### src/rtl/mem_access_sequencer.sv
// rtl/mem_access_sequencer.sv - shared RAM port sequencer for instruction fetch and data access
// Optional wait-state watchdog enabled by defining TIMEOUT_EN.
module mem_access_sequencer #(
  parameter int TIMEOUT_CYCLES = 255
) (
  input  logic        CLK,
  input  logic        RST,
  input  logic [31:0] iaddr,
  input  logic [31:0] daddr,
  input  logic [31:0] dstore,
  input  logic        MemRead,
  input  logic        MemWr,
  input  logic        halt,
  input  logic        ramready,
  input  logic [31:0] ramload,
  output logic [31:0] ramaddr,
  output logic [31:0] ramstore,
  output logic        ramREN,
  output logic        ramWEN,
  output logic [31:0] instruction,
  output logic [31:0] dload,
  output logic        pc_en,
  output logic        halted,
  output logic        timeout
);

  localparam logic [2:0] S_IDLE  = 3'd0;
  localparam logic [2:0] S_FETCH = 3'd1;
  localparam logic [2:0] S_EXEC  = 3'd2;
  localparam logic [2:0] S_DATA  = 3'd3;
  localparam logic [2:0] S_HALT  = 3'd4;

  logic [2:0] state;
  logic [2:0] next_state;
  logic       wait_expired;

`ifdef TIMEOUT_EN
  localparam logic [7:0] TIMEOUT_LIMIT = 8'(TIMEOUT_CYCLES);

  logic [7:0] wait_cnt;
  logic       waiting;

  assign waiting      = ((state == S_FETCH) || (state == S_DATA)) && !ramready;
  assign wait_expired = waiting && ((wait_cnt + 8'd1) == TIMEOUT_LIMIT);

  // Any completed access or state change leaves the counter at zero, so it
  // is already clear on every entry to FETCH or DATA.
  always_ff @(posedge CLK or posedge RST) begin
    if (RST) begin
      wait_cnt <= 8'd0;
      timeout  <= 1'b0;
    end else begin
      wait_cnt <= waiting ? wait_cnt + 8'd1 : 8'd0;
      if (wait_expired)
        timeout <= 1'b1;
    end
  end
`else
  assign wait_expired = 1'b0;
  assign timeout      = 1'b0;
`endif

  // Strobes and address are decoded from state so reset drops them at once.
  always_comb begin
    next_state = state;
    ramaddr    = 32'd0;
    ramstore   = 32'd0;
    ramREN     = 1'b0;
    ramWEN     = 1'b0;
    pc_en      = 1'b0;
    case (state)
      S_IDLE: next_state = S_FETCH;
      S_FETCH: begin
        ramREN  = 1'b1;
        ramaddr = iaddr;
        if (ramready)
          next_state = S_EXEC;
        else if (wait_expired)
          next_state = S_HALT;
      end
      S_EXEC: begin
        if (halt)
          next_state = S_HALT;
        else if (MemWr || MemRead)
          next_state = S_DATA;
        else begin
          pc_en      = 1'b1;
          next_state = S_FETCH;
        end
      end
      S_DATA: begin
        ramaddr = daddr;
        if (MemWr) begin
          ramWEN   = 1'b1;
          ramstore = dstore;
        end else begin
          ramREN = 1'b1;
        end
        if (ramready) begin
          pc_en      = 1'b1;
          next_state = S_FETCH;
        end else if (wait_expired) begin
          next_state = S_HALT;
        end
      end
      S_HALT:  next_state = S_HALT;
      default: next_state = S_IDLE;
    endcase
  end

  always_ff @(posedge CLK or posedge RST) begin
    if (RST) begin
      state       <= S_IDLE;
      instruction <= 32'd0;
      dload       <= 32'd0;
      halted      <= 1'b0;
    end else begin
      state <= next_state;
      if ((state == S_FETCH) && ramready)
        instruction <= ramload;
      if ((state == S_DATA) && ramready && !MemWr)
        dload <= ramload;
      if (next_state == S_HALT)
        halted <= 1'b1;
    end
  end

endmodule
### config.mk
export PLATFORM = sky130hd
export DESIGN_NAME = mem_access_sequencer
export DESIGN_NICKNAME = d
export VERILOG_FILES = /design/src/rtl/mem_access_sequencer.sv
export SDC_FILE = /design/constraint.sdc
export NUM_CORES = 1
export LEC_CHECK = 0
export ABC_AREA = 1
export CAP_MARGIN = 20
export CORE_AREA = 2 2 103 105
export DETAILED_ROUTE_END_ITERATION = 7
export DIE_AREA = 0 0 105 107
export DONT_BUFFER_PORTS = 1
export SLEW_MARGIN = 20
export SYNTH_ARGS = -nofsm -noshare
export SYNTH_HDL_FRONTEND = slang
export SYNTH_SLANG_ARGS = --single-unit
### constraint.sdc
create_clock -name CLK -period 4.1 [get_ports CLK]
set_clock_uncertainty 0.2 [all_clocks]
set_input_delay 1.23 -clock CLK [delete_from_list [all_inputs] [get_ports CLK]]
set_output_delay 1.23 -clock CLK [all_outputs]
set_load 0.1 [all_outputs]
Word-level counts from Yosys, hierarchy flattened
Index checks and enable logic that the tools add are counted.
- reduce and logical (&&, ||, !) cells: 6
- mux-type cells: 16
- equality and inequality tests: 5
- operator list (operator ; number):
    $mux 32 ; 2
    $pmux 32 s2 ; 1
    $pmux 3 s5 ; 1
    $mux 3 ; 3
    $eq 3x2->1 const B ; 2
    $eq 3x3->1 const B ; 2
    $mux 1 ; 6
    $pmux 1 s2 ; 2
    $eq 3x1->1 const B ; 1
    $logic_and 1x1->1 ; 3
    $logic_not 3->1 ; 1
    $mux 2 ; 1
    $logic_not 1->1 ; 1
    $logic_or 1x1->1 ; 1
- output and inout port bits: 133
- input port bits: 134
- bits in registers: 68
- word-level logic and storage cells: 31

Logic depth before layout (Yosys ltp)
Gate-level depths: netlist of run 1.
- depth after elaboration: 5
- gate-level depth with buffers: 6
- gate-level depth less buffers: 5

Worst setup path after synthesis of run 1
Ideal clock, no wire load.
- path kind: input -> output
- start: input MemWr
- end: output ramREN
- data arrival time: 3.654 ns
- data required time: 2.670 ns
- setup slack: -0.984 ns
- buffers on the path: 1
- stages: 2
- cells stage by stage: buf_2 -> a211oi_1
- word-level cells in the longest chain between the ends: 2
- RTL lines (element ; line ; RTL):
    start, declared ; 12 ; input logic MemWr,
    $mux 1 ; 93 ; if (MemWr) begin
    $pmux 1 s2 ; 71 ; case (state)
    end, declared ; 18 ; output logic ramREN,
No other way between the ends.

Final worst setup path of run 1
- start: register state[1]
- end: output ramstore[24]
- word-level cells in the longest chain between the ends: 2
- RTL lines (element ; line ; RTL):
    start, declared ; 33 ; logic [2:0] state;
    start signal, assigned ; 118 ; state <= next_state;
    $eq 3x2->1 ; 71 ;
    $mux 32 ; 71 ;
    end, declared ; 17 ; output logic [31:0] ramstore,
No other way between the ends.

==> flow_summary.json, run 1 <==
{
  "critical_path_class": "register to output pin",
  "portBuffers": 0,
  "setup_violations": 0,
  "fillers": 1012,
  "grt_pass1_wl_mm": 17.1,
  "synth.area.mux_share": 0,
  "crit_chain": "nand2_1, nor2_4, buf_4, inv_2, nor2_2, buf_12",
  "final_util": 0.469,
  "fin_hold_ws_ns": 0.415,
  "postRouteAntennaNets": 0,
  "arrival_ns": 2.14,
  "die_h_um": 107,
  "setup_tns_ns": 0,
  "endpoint_kind": "output pin",
  "drt-total-wl_mm": 11.2,
  "rows": 37,
  "cts-root-buf": "clkbuf_8",
  "synthCells": 489,
  "required_ns": 2.67,
  "overflow": 0,
  "synth_fa_ha_area_frac": 0,
  "grt_pass1_vias": 3274,
  "drc_errors": 0,
  "run_status": "finished, final reports clean",
  "worst_slew_margin_rel": 0.368,
  "ios": 267,
  "grt_usage": 0.193,
  "yosys_warnings": 0,
  "cp_max_fo": 33,
  "synth_compound_area_frac": 0.0497,
  "numCtsBuffers": 9,
  "wl_per_cell_um": 16.4,
  "synth-simple-area-share": 0.367,
  "regArea_um2": 1700,
  "rsz0062_at_grt": "no",
  "path_clk_slew_ns": 0.08,
  "maxCapViolations": 0,
  "h-tree-depth": 3,
  "ys_seq_area_frac": 0.490,
  "vias_per_cell": 4.88,
  "antenna_found_initial": 0,
  "gp_congestion": 0.824,
  "hold_viol": 0,
  "period_needed_ns": 3.57,
  "cts.hold.buffers_added": 0,
  "synth_cell_types": 17,
  "fp.dieW_um": 105,
  "grt_max_degree": 51,
  "drt_first_iter_violations": 172,
  "cts.sink_count": 68,
  "synth_top_family_by_area": "simple AND/OR/NAND/NOR gates",
  "cts_resized": 0,
  "final_nets": 674,
  "worstHoldPathCells": 3,
  "cpMaxStageDelayCell": "inv_2",
  "avgSynthCellArea_um2": 7.10,
  "max_freq_ghz": 0.280,
  "critPathLaunchType": "register",
  "num_antenna_cells": 0,
  "hp-class": "register to register",
  "layout-drive-gt1-share": 0.237,
  "syn_area_um2": 3470,
  "maxSlewViolCount": 0,
  "clockBufferDepth": 2,
  "synth-seq-cells": 68,
  "clock_latency_ns": 0.33,
  "multi_input_comb_area_um2": 1550,
  "synthXorXnorAreaFrac": 0,
  "synthesis.nets": 623,
  "cts_tree": "yes",
  "dr_total_vias": 3322,
  "initial_core_util": 0.344,
  "period_share": 0.872,
  "cpPeakStageDelay_ns": 0.62,
  "dieArea_um2": 11200,
  "area.growth.synth_to_final_pct": 36.4,
  "design.core.area_um2": 10100,
  "first_pass_iters": 4,
  "reg2reg_depth": 7,
  "post-cts-setup-buffers": 0,
  "dpl.hpwl_mm": 8.50,
  "worst_pin_slew_ns": 0.949
}
-- Yosys cell counts --
cell	instances	area [um^2]
a211oi_1	1	7.51
buf_1	1	3.75
buf_2	14	70.1
buf_4	6	45.0
clkbuf_1	14	52.6
conb_1	1	3.75
dfrtp_1	68	1700
inv_1	38	143
inv_2	1	3.75
nand2_1	235	882
nand3_1	5	25.0
nand3b_1	1	7.51
nand4_1	32	200
nor2_1	37	139
nor2_4	1	11.3
nor3_2	1	10.0
o21ai_0	33	165
-- metal layers --
| metal | GRT usage | part of all wire |
|---|---|---|
| met2 | 0.323 | 0.49 |
| met3 | 0.0875 | 0.11 |
| met5 | 0 | 0 |
| met4 | 0.0371 | 0.0048 |
| met1 | 0.230 | 0.39 |
-- per-stage QoR --
stage / instances / area (um^2) / setup slack (ns)
after floorplan: 489 / 3560 / -0.0188
after global placement: 665 / 4560 / 0.786
after detailed placement: 665 / 4560 / 0.800
after CTS: 681 / 4730 / 0.487
after global routing: 681 / 4730 / 0.326
final: 681 / 4730 / 0.525
-- worst max-delay path: cells and delay by family (launching register included) --
| family | cells | cell delay [ns] |
|---|---|---|
| buffers and inverters | 3 | 1.03 |
| AND/OR/NAND/NOR | 3 | 0.29 |
| flip-flops | 1 | 0.47 |
-- layout make-up --
cell class	instances	share of cell area
inverter	39	0.0309
sequential	68	0.360
timing repair buffer	75	0.209
multi-input combinational	347	0.327
clock inverter	6	0.00846
tap	136	0.0360
clock buffer	10	0.0291
-- cells in the final DEF (no fill, tap or decap) --
master	netlist	routed
nand3b_1	1	1
a211oi_4	0	1
o21ai_0	33	33
nor3_2	1	1
conb_1	1	1
nand2_1	235	235
buf_4	6	41
clkinv_4	0	2
nor2_2	0	32
nand3_2	0	1
inv_1	38	37
nand4_1	32	32
nand3_1	5	4
nor2_1	37	5
inv_2	1	2
clkbuf_8	0	10
buf_12	0	34
clkinv_2	0	3
dfrtp_1	68	68
clkinvlp_4	0	1
nor2_4	1	1
-- cell families after synthesis --
group                  Yosys count
buffers and inverters           74
other                            1
flip-flops                      68
AO/OA/AOI/OAI                   34
AND/OR/NAND/NOR                312
-- registers in the layout (all words and copies together) (netlist names) --
| name | cells |
|---|---|
| state | 3 |
| instruction | 32 |
| dload | 32 |
| halted | 1 |
-- worst paths after layout --
path                               start         endpoint  slack [ns]
worst max-delay path            state[1]     ramstore[24]        0.53
worst min-delay path            state[0]         state[2]        0.42
worst max register to register  state[1]        dload[16]        1.46
worst min register to register  state[0]         state[2]        0.42
max in group asynchronous            RST   instruction[5]        2.22
min in group asynchronous            RST  instruction[13]        0.71
Power of run 1 is left out: the tool's default activity adds up to more than one toggle a clock period on the data nets, which glitch-free logic cannot reach.
==> inputs of run 2 (changes only) <==
--- a/config.mk
+++ b/config.mk
@@ -11,6 +11,7 @@
 export DETAILED_ROUTE_END_ITERATION = 7
 export DIE_AREA = 0 0 105 107
 export DONT_BUFFER_PORTS = 1
+export SKIP_LAST_GASP = 1
 export SLEW_MARGIN = 20
 export SYNTH_ARGS = -nofsm -noshare
 export SYNTH_HDL_FRONTEND = slang
==> constraint.sdc (replaced) <==
create_clock -name CLK -period 3.7 [get_ports CLK]
set_clock_uncertainty 0.2 [all_clocks]
set_input_delay 1.11 -clock CLK [delete_from_list [all_inputs] [get_ports CLK]]
set_output_delay 1.11 -clock CLK [all_outputs]
set_load 0.1 [all_outputs]
==> flow_summary.json, run 2 (synthesis results as in run 1) <==
{
  "fillers": 941,
  "clockBufferDepth": 2,
  "cts_tree": "yes",
  "run_status": "finished, final reports clean",
  "setup_violations": 0,
  "rows": 37,
  "critPathLaunchType": "register",
  "ios": 267,
  "vias_per_cell": 4.90,
  "max_freq_ghz": 0.287,
  "maxSlewViolCount": 0,
  "endpoint_kind": "output pin",
  "maxCapViolations": 0,
  "drc_errors": 0,
  "fin_hold_ws_ns": 0.416,
  "dpl_worst_slack_ns": 0.598,
  "design.core.area_um2": 10100,
  "grt_pass1_wl_mm": 17.5,
  "num_antenna_cells": 0,
  "cts_resized": 0,
  "layout_common_cells": "nand2_1 (235), dfrtp_1 (68), buf_12 (67)",
  "critical_path_class": "register to output pin",
  "area.growth.synth_to_final_pct": 55.0,
  "required_ns": 2.39,
  "hp-class": "primary input to async pin",
  "worst_slew_margin_rel": 0.325,
  "grt_usage": 0.202,
  "grt_pass1_vias": 3234,
  "clock_latency_ns": 0.34,
  "post-cts-setup-buffers": 0,
  "arrival_ns": 2.18,
  "cp_max_fo": 68,
  "dr_total_vias": 3330,
  "fp.dieW_um": 105,
  "overflow": 0,
  "critPathLaunch": "state[1]",
  "cts.hold.buffers_added": 0,
  "dpl.hpwl_mm": 9.04,
  "worst_pin_slew_ns": 1.01,
  "postRouteAntennaNets": 0,
  "period_share": 0.942,
  "initial_core_util": 0.344,
  "portBuffers": 0,
  "layout-drive-gt1-share": 0.235,
  "drt-total-wl_mm": 11.6,
  "cts.sink_count": 68,
  "dieArea_um2": 11200,
  "final_util": 0.533,
  "cts-root-buf": "clkbuf_8",
  "rsz0062_at_grt": "no",
  "numCtsBuffers": 9,
  "final_common_cell": "nand2_1",
  "h-tree-depth": 3,
  "period_needed_ns": 3.49,
  "drt_first_iter_violations": 224,
  "gp_congestion": 0.802,
  "top_regs": "dload (32), instruction (32), state (3)",
  "wl_per_cell_um": 17.1,
  "r2r_start": "state[1]",
  "hold_viol": 0,
  "final_nets": 674,
  "grt_max_degree": 69,
  "setup_slack_ns": 0.214,
  "first_pass_iters": 4,
  "path_clk_slew_ns": 0.08,
  "antenna_found_initial": 0,
  "die_h_um": 107
}
-- run 2: changes by cell type in the layout (fill, tap and decap cells not counted), sizes merged --
cell / change
clkinv: -5
inv: +1
clkbuf: -1
bufinv: +4
-- run 2: layout make-up --
type                            instances  area, um^2  area share
Clock buffer                            9         124      0.0230
Tap cell                              136         170      0.0316
Timing Repair Buffer                   75        1400       0.260
Inverter                               39         146      0.0272
Multi-Input combinational cell        347        1700       0.316
Clock inverter                          6         136      0.0253
Sequential cell                        68        1700       0.316
-- run 2: layer usage --
layer | global-route usage | wire [um] | vias to the layer above
met5 | 0 | 0 | -
met3 | 0.0772 | 1170 | 20
li1 | - | - | 1609
met4 | 0.0810 | 248 | 0
met1 | 0.249 | 4550 | 1515
met2 | 0.320 | 5660 | 186
-- run 2: worst paths after layout --
path / slack [ns] / end / depth (start not counted)
setup / recovery: 0.21 / ramaddr[0] / 6
hold reg to reg: 0.46 / state[2] / 3
min in group CLK: 0.46 / state[2] / 3
max in group asynchronous: 2.25 / dload[8] / 2
hold / removal: 0.42 / instruction[6] / 1
setup reg to reg: 1.46 / dload[13] / 7
-- run 2: metrics by stage --
stage                     cell area (um^2)  instances  setup TNS (ns)
after global routing                  5380        680               0
after CTS                             5370        680               0
after detailed placement              5110        665               0
after global placement                5110        665               0
final                                 5380        680               0
after floorplan                       3700        489          -0.179
-- run 2: critical path, stage by stage, from the launching register on --
cell and delay [ns]:
dfrtp_1 0.49, nand2_1 0.14, nor2_4 0.12, buf_4 0.55
nand2_1 0.17, nand2_1 0.16, buf_12 0.18
Power of run 2 is left out for the same reason.
